==> src/rtl/spi_target.sv <==
// spi_target
// SPI target (slave) peripheral for the FemtoRV32 memory bus. An external SPI
// host clocks bytes in on MOSI while this block returns CPU-supplied bytes on
// MISO, MSB first. All SPI pins are oversampled with the system clock, so no
// logic runs in the SPI clock domain.
//
// Ports:
//   i_clk          system clock, all logic on its rising edge
//   i_reset        synchronous, active-high reset
//   i_we           one-cycle strobe: load i_tx_data into the TX holding register
//   i_tx_data      byte to send to the host
//   i_rd           one-cycle strobe: CPU consumed o_rx_data
//   o_rx_data      last complete byte received
//   o_rx_valid     o_rx_data holds an unread byte
//   o_overrun      sticky: a byte completed while o_rx_valid was already set
//   o_tx_empty     TX holding register is free
//   o_busy         chip select is active (transfer in progress)
//   i_spi_clk      host SCK (asynchronous)
//   i_spi_ss       host chip select, active low (asynchronous)
//   i_spi_mosi     host data out (asynchronous)
//   o_spi_miso     data to host
//   o_spi_miso_oe  MISO output enable, equal to o_busy

module spi_target #(
  parameter logic [7:0] IDLE_FILL = 8'hFF
) (
  input  logic       i_clk,
  input  logic       i_reset,
  input  logic       i_we,
  input  logic [7:0] i_tx_data,
  input  logic       i_rd,
  output logic [7:0] o_rx_data,
  output logic       o_rx_valid,
  output logic       o_overrun,
  output logic       o_tx_empty,
  output logic       o_busy,
  input  logic       i_spi_clk,
  input  logic       i_spi_ss,
  input  logic       i_spi_mosi,
  output logic       o_spi_miso,
  output logic       o_spi_miso_oe
);

  typedef enum logic {
    ST_IDLE   = 1'b0,
    ST_ACTIVE = 1'b1
  } state_t;

  state_t      r_state;
  state_t      w_next_state;

  logic        r_sck_s1, r_sck_s2, r_sck_d;
  logic        r_ss_s1, r_ss_s2, r_ss_d;
  logic        r_mosi_s1, r_mosi_s2;

  logic [2:0]  r_bit_cnt;
  logic [6:0]  r_rx_shift;
  logic [7:0]  r_tx_shift;
  logic [7:0]  r_tx_hold;
  logic        r_tx_empty;
  logic [7:0]  r_rx_data;
  logic        r_rx_valid;
  logic        r_overrun;

  logic        w_sck_rise;
  logic        w_sck_fall;
  logic        w_ss_fall;
  logic        w_enter;
  logic        w_leave;
  logic        w_shift_in;
  logic        w_shift_out;
  logic        w_byte_done;
  logic        w_load;
  logic [7:0]  w_load_byte;
  logic        w_busy;

  // Two-flop synchronizers on all three pins. MOSI goes through the same
  // depth as SCK so the sampled data bit lines up with its detected edge.
  // The SCK/SS history flops give one-cycle edge pulses.
  always_ff @(posedge i_clk) begin
    if (i_reset) begin
      r_sck_s1  <= 1'b0;
      r_sck_s2  <= 1'b0;
      r_sck_d   <= 1'b0;
      r_ss_s1   <= 1'b1;
      r_ss_s2   <= 1'b1;
      r_ss_d    <= 1'b1;
      r_mosi_s1 <= 1'b0;
      r_mosi_s2 <= 1'b0;
    end else begin
      r_sck_s1  <= i_spi_clk;
      r_sck_s2  <= r_sck_s1;
      r_sck_d   <= r_sck_s2;
      r_ss_s1   <= i_spi_ss;
      r_ss_s2   <= r_ss_s1;
      r_ss_d    <= r_ss_s2;
      r_mosi_s1 <= i_spi_mosi;
      r_mosi_s2 <= r_mosi_s1;
    end
  end

  assign w_sck_rise = r_sck_s2 & ~r_sck_d;
  assign w_sck_fall = ~r_sck_s2 & r_sck_d;
  assign w_ss_fall  = ~r_ss_s2 & r_ss_d;

  // State register.
  always_ff @(posedge i_clk) begin
    if (i_reset) begin
      r_state <= ST_IDLE;
    end else begin
      r_state <= w_next_state;
    end
  end

  // Next-state and per-cycle control strobes. A falling SCK edge while the
  // bit counter is 0 is ignored: in mode 0 it is the trailing edge of the
  // previous byte, in mode 3 it is the host's launch edge of the first bit.
  // Either way the freshly loaded byte must stay in place.
  always_comb begin
    w_next_state = r_state;
    w_enter      = 1'b0;
    w_leave      = 1'b0;
    w_shift_in   = 1'b0;
    w_shift_out  = 1'b0;
    case (r_state)
      ST_IDLE: begin
        if (w_ss_fall) begin
          w_next_state = ST_ACTIVE;
          w_enter      = 1'b1;
        end
      end
      ST_ACTIVE: begin
        if (r_ss_s2) begin
          w_next_state = ST_IDLE;
          w_leave      = 1'b1;
        end else begin
          w_shift_in  = w_sck_rise;
          w_shift_out = w_sck_fall & (r_bit_cnt != 3'd0);
        end
      end
      default: begin
        w_next_state = ST_IDLE;
      end
    endcase
  end

  assign w_byte_done = w_shift_in & (r_bit_cnt == 3'd7);
  assign w_load      = w_enter | w_byte_done;
  assign w_load_byte = r_tx_empty ? IDLE_FILL : r_tx_hold;

  // Shift datapath. The TX shift register is reloaded at transfer start and
  // at every byte boundary; the load always sees the holding register as it
  // was before any CPU write in the same cycle.
  always_ff @(posedge i_clk) begin
    if (i_reset) begin
      r_bit_cnt  <= 3'd0;
      r_rx_shift <= 7'd0;
      r_tx_shift <= 8'd0;
    end else begin
      if (w_enter || w_leave) begin
        r_bit_cnt <= 3'd0;
      end else if (w_shift_in) begin
        r_bit_cnt <= r_bit_cnt + 3'd1;
      end

      if (w_shift_in) begin
        r_rx_shift <= {r_rx_shift[5:0], r_mosi_s2};
      end

      if (w_load) begin
        r_tx_shift <= w_load_byte;
      end else if (w_shift_out) begin
        r_tx_shift <= {r_tx_shift[6:0], 1'b0};
      end
    end
  end

  // TX holding register. A CPU write wins over the load's "now empty" so a
  // byte written during a load is kept for the following byte.
  always_ff @(posedge i_clk) begin
    if (i_reset) begin
      r_tx_hold  <= 8'd0;
      r_tx_empty <= 1'b1;
    end else begin
      if (i_we) begin
        r_tx_hold  <= i_tx_data;
        r_tx_empty <= 1'b0;
      end else if (w_load) begin
        r_tx_empty <= 1'b1;
      end
    end
  end

  // RX result and status flags. A completing byte takes priority over a CPU
  // read in the same cycle; a read that coincides with completion only
  // suppresses the overrun it would otherwise cause.
  always_ff @(posedge i_clk) begin
    if (i_reset) begin
      r_rx_data  <= 8'd0;
      r_rx_valid <= 1'b0;
      r_overrun  <= 1'b0;
    end else begin
      if (w_byte_done) begin
        r_rx_data  <= {r_rx_shift, r_mosi_s2};
        r_rx_valid <= 1'b1;
        if (r_rx_valid && !i_rd) begin
          r_overrun <= 1'b1;
        end
      end else if (i_rd) begin
        r_rx_valid <= 1'b0;
        r_overrun  <= 1'b0;
      end
    end
  end

  assign w_busy        = (r_state == ST_ACTIVE);
  assign o_busy        = w_busy;
  assign o_spi_miso_oe = w_busy;
  assign o_spi_miso    = w_busy & r_tx_shift[7];
  assign o_rx_data     = r_rx_data;
  assign o_rx_valid    = r_rx_valid;
  assign o_overrun     = r_overrun;
  assign o_tx_empty    = r_tx_empty;

endmodule

==> config.mk <==
export PLATFORM = sky130hd
export DESIGN_NAME = spi_target
export DESIGN_NICKNAME = d
export VERILOG_FILES = /design/src/rtl/spi_target.sv
export SDC_FILE = /design/constraint.sdc
export NUM_CORES = 1
export LEC_CHECK = 0
export BUFFER_PORTS_ARGS = -buffer_cell sky130_fd_sc_hd__buf_2
export CAP_MARGIN = 20
export CORE_UTILIZATION = 35
export DETAILED_ROUTE_END_ITERATION = 16
export HOLD_SLACK_MARGIN = 0.02
export PLACE_DENSITY = 0.6
export SETUP_SLACK_MARGIN = 0.15
export SYNTH_ARGS = -nofsm -noshare
export SYNTH_HDL_FRONTEND = slang
export SYNTH_SLANG_ARGS = --single-unit
export TNS_END_PERCENT = 5
==> constraint.sdc <==
create_clock -name i_clk -period 2.02 [get_ports i_clk]
set_clock_uncertainty 0.15 [all_clocks]
set_input_delay 0.303 -clock i_clk [delete_from_list [all_inputs] [get_ports i_clk]]
set_output_delay 0.303 -clock i_clk [all_outputs]
set_load 0.02 [all_outputs]
# Word level (Yosys, flattened, before mapping)
# Cells that the tools add are included.
[word_totals]
ff_bits = 46
word_cells = 59
[op_classes]
addsub = 1
mux = 19
eq_ne = 2
n_bitwise = 11
reduce_logical = 9
[ops]
columns = ["cell", "n"]
rows = [
  ["$mux 8", 3],
  ["$mux 1", 15],
  ["$and 1x1->1", 6],
  ["$reduce_bool 2->1", 3],
  ["$not 1->1", 4],
  ["$add 3x1->3 const B", 1],
  ["$eq 3x3->1 const B", 1],
  ["$reduce_bool 3->1", 1],
  ["$ne 2x1->1 const B", 1],
  ["$pmux 1 s2", 1],
  ["$reduce_and 2->1", 1],
  ["$reduce_or 2->1", 1],
  ["$logic_and 1x1->1", 1],
  ["$logic_not 1->1", 1],
  ["$logic_or 1x1->1", 1],
  ["$or 1x1->1", 1],
]

# Longest topological paths before layout
# Gate-level depths: netlist (run 1).
[depth]
ltp_word = 8
depth_mapped = 7
mapped_depth_nobuf = 6

# Worst setup path after synthesis (run 1)
# No wires, ideal clock.
[synth_path]
path_kind = "flip-flop to flip-flop"
from = "register r_bit_cnt[0]"
to = "register r_tx_shift[2]"
arrival_ns = 1.304
slack_ns = 0.432
setup_time_ns = 0.134
synth_period_minus_slack_ns = 1.588
stages_incl_launch_ff = 8
t_required_ns = 1.736
cell_sequence = "dfxtp_1 > ha_1 > ha_1 > nand4b_1 > a21o_2 > buf_6 > nor3_1 > a211oi_1"
[synth_via]
elab_chain_cells = 5
[synth_rtl]
columns = ["item", "line_no", "rtl"]
rows = [
  ["start, declared", "56", "logic [2:0] r_bit_cnt;"],
  ["start signal, assigned", "163", "r_bit_cnt <= r_bit_cnt + 3'd1;"],
  ["$reduce_bool 3->1", "138", "w_shift_out = w_sck_fall & (r_bit_cnt != 3'd0);"],
  ["$and 1x1->1", "138", ""],
  ["$mux 1", "133", "if (r_ss_s2) begin"],
  ["$mux 1", "125", "case (r_state)"],
  ["$reduce_bool 2->1 (no line)", "--", ""],
  ["end signal, assigned", "171", "r_tx_shift <= w_load_byte;"],
  ["end signal, assigned", "173", "r_tx_shift <= {r_tx_shift[6:0], 1'b0};"],
  ["end, declared", "58", "logic [7:0] r_tx_shift;"],
]
# Parallel ways exist; a longest one is shown, timed or not.
# A chain may end at the register's enable or synchronous reset.

# Final worst setup path (run 1)
[layout_path]
from = "register r_bit_cnt[0]"
to = "register r_tx_shift[4]"
# The elaborated chain is that of the path after synthesis.

==> impl_metrics.tcl, run 1 <==
set metrics [dict create \
    n_fill_cell 512 \
    h-tree-depth 2 \
    worstHoldPathType "in -> reg" \
    synth_flop_cell "dfxtp_1" \
    ys_warn_count 0 \
    ctsRootBufferMaster "clkbuf_8" \
    ioPinCount 29 \
    antenna_cells 0 \
    fin_crit_sh_pct 82.6 \
    die_area_sq_um 5250 \
    synth_top_area_share_pct 53.0 \
    critPathArrivalTime_ns 1.72 \
    p_sw_mw 0.331 \
    wl_mm 2.90 \
    synth_mux_area_share_pct 8.64 \
    critPathMaxStageDelay_ns 0.33 \
    grt_pass1_vias 1147 \
    slowest_stage "dfxtp_1" \
    ctsHoldBuffers 0 \
    synthArstFlopShare_pct 0 \
    synth.distinct_cells 25 \
    synth_top_family_by_area "simple AND/OR/NAND/NOR gates" \
    seq_area_frac_synth_pct 53.0 \
    die_y_microns 72.5 \
    floorplan.initialDensity_pct 36.6 \
    hold_viol_final 0 \
    path_cells "ha_1 > ha_1 > nand4b_1 > a21o_2 > nor3_1 > a211oi_1" \
    worstPathRequired_ns 2.07 \
    vias_per_cell 4.54 \
    p_seq_share_pct 60.7 \
    netlist_instances 188 \
    gp_congestion 0.752 \
    cts_resized 0 \
    synth_compound_area_share_pct 10.7 \
    fp.coreArea_sq_um 4750 \
    drtIter0Drc 70 \
    io_buffers 28 \
    status "finished, final reports clean" \
    worstSetupPathType "reg -> reg" \
    power.share.clock_pct 34.1 \
    die_w_microns 72.5 \
    cp_max_fo 17 \
    synth_common_cells "dfxtp_1, nand2_1, a21oi_1" \
    syn-cell-area_sq_um 1740 \
    antenna_found_initial 0 \
    ant_nets 0 \
    path_clk_slew_ns 0.07 \
    critPathCaptureType "flip-flop" \
    p_leak_nw 0.851 \
    hpwl_mm 1.99 \
    setup_viol 0 \
    cts_tree "yes" \
    fin_nets 233 \
    min_period_ns 1.67 \
    post_cts_buffers 0 \
    power.density_cell_area_nw_per_um2 780 \
    synthTopCellsByArea "dfxtp_1, mux2i_1, nand2_1" \
    p_sw_share_pct 21.1 \
    synth-simple-area-share_pct 20.5 \
    instances_no_fill 281 \
    rows 25 \
    crit_path_frequent_cell "ha_1" \
    drive_gt1_share_pct 20.1 \
    slew_headroom_pct 75.8 \
    rsz0062_at_grt "no" \
    cts_buffer_depth 2 \
    slew_violations 0 \
    numClockSinks 46 \
    path_delay_family "compound AO/OA/AOI/OAI gates" \
    finalSetupTns_ns 0 \
    synth.most_common_cell "dfxtp_1" \
    ys_seq_elements 46 \
    grt_pass1_wl_mm 5.04 \
    cp-start-kind "flip-flop" \
    drv_cap 0 \
    p_total_mw 1.57 \
    grt_start_max_net_pins 25 \
    intPower_mw 1.24 \
    syn_area_per_cell_sq_um 9.24 \
    drtPass1Iterations 2 \
    clk_latency_ns 0.29 \
    placed_cells_incl_taps 275 \
    syn_nets 206 \
    overflow 0 \
    numCtsBuffers 5 \
    worst_pin_slew_ns 0.359 \
    post-route-drc-count 0 \
    syn_to_final_growth_pct 15.6 \
    combPwrFrac_pct 5.2 \
    synth_edf_count 0 \
    track_usage_pct 12.3 \
    wire_per_inst_microns 10.3 \
    synthAdderAreaFrac_pct 2.16 \
    peakVddDrop_uv 401 \
    yosysTopAreaCell "dfxtp_1" \
    synth-xor-area-share_pct 0.504 \
    dr_total_vias 1275 \
    fmax_ghz 0.599 \
    path_buf_inv 0 \
]
==> cell type report <==
type	instances	area, sq um	share of cell area, %
timing repair buffer	32	170	8.47
inverter	3	11.3	0.560
multi-input combinational	127	741	36.9
tap	67	83.8	4.17
clock buffer	6	82.6	4.11
sequential	46	921	45.8
==> worst register-to-register path, stage by stage, from the launching register on <==
cell,delay (ns)
dfxtp_1,0.33
ha_1,0.20
ha_1,0.21
nand4b_1,0.10
a21o_2,0.30
nor3_1,0.09
a211oi_1,0.21
==> per-layer routing <==
| layer | up-vias | GRT usage (%) | wire, microns |
|---|---|---|---|
| li1 | 687 | - | - |
| met1 | 554 | 16.7 | 1580 |
| met2 | 28 | 18.1 | 1170 |
| met3 | 6 | 4.03 | 112 |
| met4 | 0 | 4.58 | 38 |
| met5 | - | 0 | 0 |
==> logic make-up (layout without fill, tap and decap cells) <==
group | count (synthesis) | count (layout)
AO/OA/AOI/OAI | 32 | 32
XOR/XNOR | 1 | 1
adder cells (fa/ha/maj) | 3 | 3
buffers and inverters | 15 | 41
flip-flops | 46 | 46
multiplexers | 15 | 15
AND/OR/NAND/NOR | 76 | 76
==> power by group through the flow <==
stage,combinational [mW],clock [mW],sequential [mW]
floorplan,0.0602,0,0.967
global placement,0.0807,0,0.973
detailed placement,0.0820,0,0.973
CTS,0.0824,0.552,0.951
global route,0.0907,0.593,0.956
finish,0.0812,0.535,0.951
==> final timing paths <==
kind                     start            end  slack (ns)  cells after the start
setup reg to reg  r_bit_cnt[0]  r_tx_shift[4]        0.35                      6
hold reg to reg        r_ss_s1        r_ss_s2        0.26                      1
setup / recovery  r_bit_cnt[0]  r_tx_shift[4]        0.35                      6
hold / removal        i_spi_ss        r_ss_s1        0.04                      2
==> sequential cells by signal, indices dropped and copies added, names as in the netlist, 3 cells and up <==
| register | flops |
|---|---|
| o_rx_data | 8 |
| r_tx_hold | 8 |
| r_tx_shift | 8 |
| r_rx_shift | 7 |
| r_bit_cnt | 3 |
==> placed cells by master (no fill, tap or decap), types with 2 or more instances in the layout <==
cell type | synthesis | layout
a211oi_1 | 8 | 8
a21oi_1 | 20 | 20
buf_2 | 2 | 28
buf_4 | 3 | 4
clkbuf_8 | 0 | 6
dfxtp_1 | 46 | 46
ha_1 | 3 | 3
inv_1 | 3 | 3
mux2i_1 | 15 | 15
nand2_1 | 37 | 37
nand2b_1 | 3 | 3
nand4b_1 | 2 | 2
nor2_1 | 11 | 11
nor2b_1 | 7 | 7
nor3_1 | 8 | 8
o21ai_0 | 2 | 2
or2_2 | 3 | 3
==> through the flow <==
step                hold slack, ns  area, sq um  setup WS, ns  util [%]
floorplan                    0.239         1740         0.432         -
global placement             0.241         1930         0.360      40.5
detailed placement           0.246         1930         0.328      40.5
CTS                         0.0337         2010         0.312      42.2
global route                0.0417         2010         0.233      42.3
finish                      0.0427         2010         0.351      42.3
(Power assumes the default switching activity.)
==> run 2: changes to the inputs <==
PLACE_DENSITY = 0.62   (was 0.6)
clock period = 1.4 ns   (was 2.02 ns; I/O delays follow)
==> run 2 against run 1 <==
Net effect: the flow now finishes with violations (setup timing); flip-flop and latch count stayed put; cell count rose by 8.2%; clock power rose by 83%; wire length increased by 2.2%; worst setup slack worse by 0.49 ns; hold slack lost 0.0048 ns; non-clock buffer count increased by 22; global-route usage is 0.23 points higher; critical path depth unchanged; via count increased by 3.1%; maximum frequency up 8.7%; largest cell class unchanged; largest power group unchanged.
==> impl_metrics.tcl, run 2 (synthesized netlist as in run 1, its figures left out) <==
set metrics [dict create \
    floorplan.initialDensity_pct 36.6 \
    worst_pin_slew_ns 0.366 \
    setup_viol 10 \
    min_period_ns 1.53 \
    instances_no_fill 304 \
    drtIter0Drc 36 \
    layout_commonest_cell "dfxtp_1" \
    slew_violations 0 \
    utilization_pct 48.8 \
    ioPinCount 29 \
    post_dp_cell_area_sq_um 2060 \
    path_clk_slew_ns 0.08 \
    cts_tree "yes" \
    numClockSinks 46 \
    gp_congestion 0.684 \
    slew_headroom_pct 75.5 \
    cts_buffer_depth 2 \
    fin_nets 255 \
    io_buffers 28 \
    grt_pass1_wl_mm 5.15 \
    h-tree-depth 2 \
    post-route-drc-count 0 \
    antenna_found_initial 0 \
    die_area_sq_um 5250 \
    clk_latency_ns 0.29 \
    antenna_cells 0 \
    worstSetupPathType "reg -> reg" \
    fp.coreArea_sq_um 4750 \
    wire_per_inst_microns 9.75 \
    die_w_microns 72.5 \
    final_cell_mix "dfxtp_1, nand2_1, buf_2" \
    cp-start-kind "flip-flop" \
    critPathCaptureType "flip-flop" \
    regArea_sq_um 926 \
    ctsRootBufferMaster "clkbuf_8" \
    rows 25 \
    grt_pass1_vias 1186 \
    peakVddDrop_uv 691 \
    power.density_cell_area_nw_per_um2 1080 \
    fmax_ghz 0.652 \
    finalSetupTns_ns -0.978 \
    vias_per_cell 4.32 \
    p_total_mw 2.51 \
    setup_slack_ns -0.135 \
    wl_mm 2.97 \
    grt_start_max_net_pins 20 \
    dr_total_vias 1314 \
    numCtsBuffers 5 \
    n_fill_cell 485 \
    hpwl_mm 2.04 \
    overflow 0 \
    failed_checks "setup timing" \
    critPathArrivalTime_ns 1.56 \
    syn_to_final_growth_pct 33.6 \
    fin_area_sq_um 2320 \
    drive_gt1_share_pct 29.5 \
    p_leak_nw 0.974 \
    drv_cap 0 \
    ant_nets 0 \
    multi_input_area_sq_um 798 \
    track_usage_pct 12.5 \
    cp_max_fo 17 \
    hold_viol_final 0 \
    rsz0062_at_grt "yes" \
    fin_crit_sh_pct 110 \
    die_y_microns 72.5 \
    placed_cells_incl_taps 286 \
    drtPass1Iterations 4 \
    worstHoldPathType "in -> reg" \
    status "finished with violations" \
    worstPathRequired_ns 1.42 \
]
==> run 2: cell types whose count changed in the layout (fill, tap and decap cells not counted), moves of 4 or more <==
cell           before  now
buf_6               0    4
dfxtp_2             0    4
buf_4               4   12
dfxtp_1            46   42
dlygate4sd3_1       0   10
==> run 2: critical path, cell delays in order, from the launching register on <==
cell and delay, ns:
dfxtp_2 0.36, ha_4 0.14, ha_4 0.12, nand4b_1 0.12, a21o_4 0.28, nor3_1 0.17, a211oi_1 0.07
==> run 2: timing repair <==
action / in CTS / in global routing
resized for setup: 10 / 5
pin swaps: 11 / 5
endpoints found under the hold margin: 10 / 0
setup endpoints to repair: 33 / 32
hold buffers: 10 / 0
setup buffers: 1 / 0
==> run 2: path summary, 6_finish.rpt <==
path	from	to	slack, ns	cells after the start
hold / removal	i_spi_mosi	r_mosi_s1	0.04	2
setup reg to reg	r_bit_cnt[1]	r_tx_shift[1]	-0.13	6
hold reg to reg	r_ss_s1	r_ss_s2	0.27	1
setup / recovery	r_bit_cnt[1]	r_tx_shift[1]	-0.13	6
==> run 2: cell type report <==
cell class              count  share of cell area, %
clock buffers               6                   3.56
clock inverters             1                   1.29
inverters                   3                  0.485
multi-input cells         127                   34.4
flip-flops and latches     46                   39.9
well taps                  67                   3.61
repair buffers             54                   16.8
==> run 2: power breakdown <==
group / internal [mW] / switching, mW
sequential: 1.35 / 0.0227
clock: 0.571 / 0.408
combinational: 0.0898 / 0.0722
==> run 2: per-stage QoR <==
step | setup slack (ns) | hold WS (ns)
6_report | -0.135 | 0.0379
4_1_cts | -0.126 | 0.0289
3_3_place_gp | -0.139 | 0.242
3_5_place_dp | -0.168 | 0.244
2_1_floorplan | -0.101 | 0.164
5_1_grt | -0.232 | 0.0411
==> run 2: metal layers <==
layer  vias up  share of wire, %  GRT usage [%]  routed length, microns
met2        26                44           20.4                    1320
met5         -                 0              0                       0
met4         0              0.98           3.92                      29
met3         5               3.6           3.33                     106
met1       555                51           16.1                    1510
li1        728                 -              -                       -
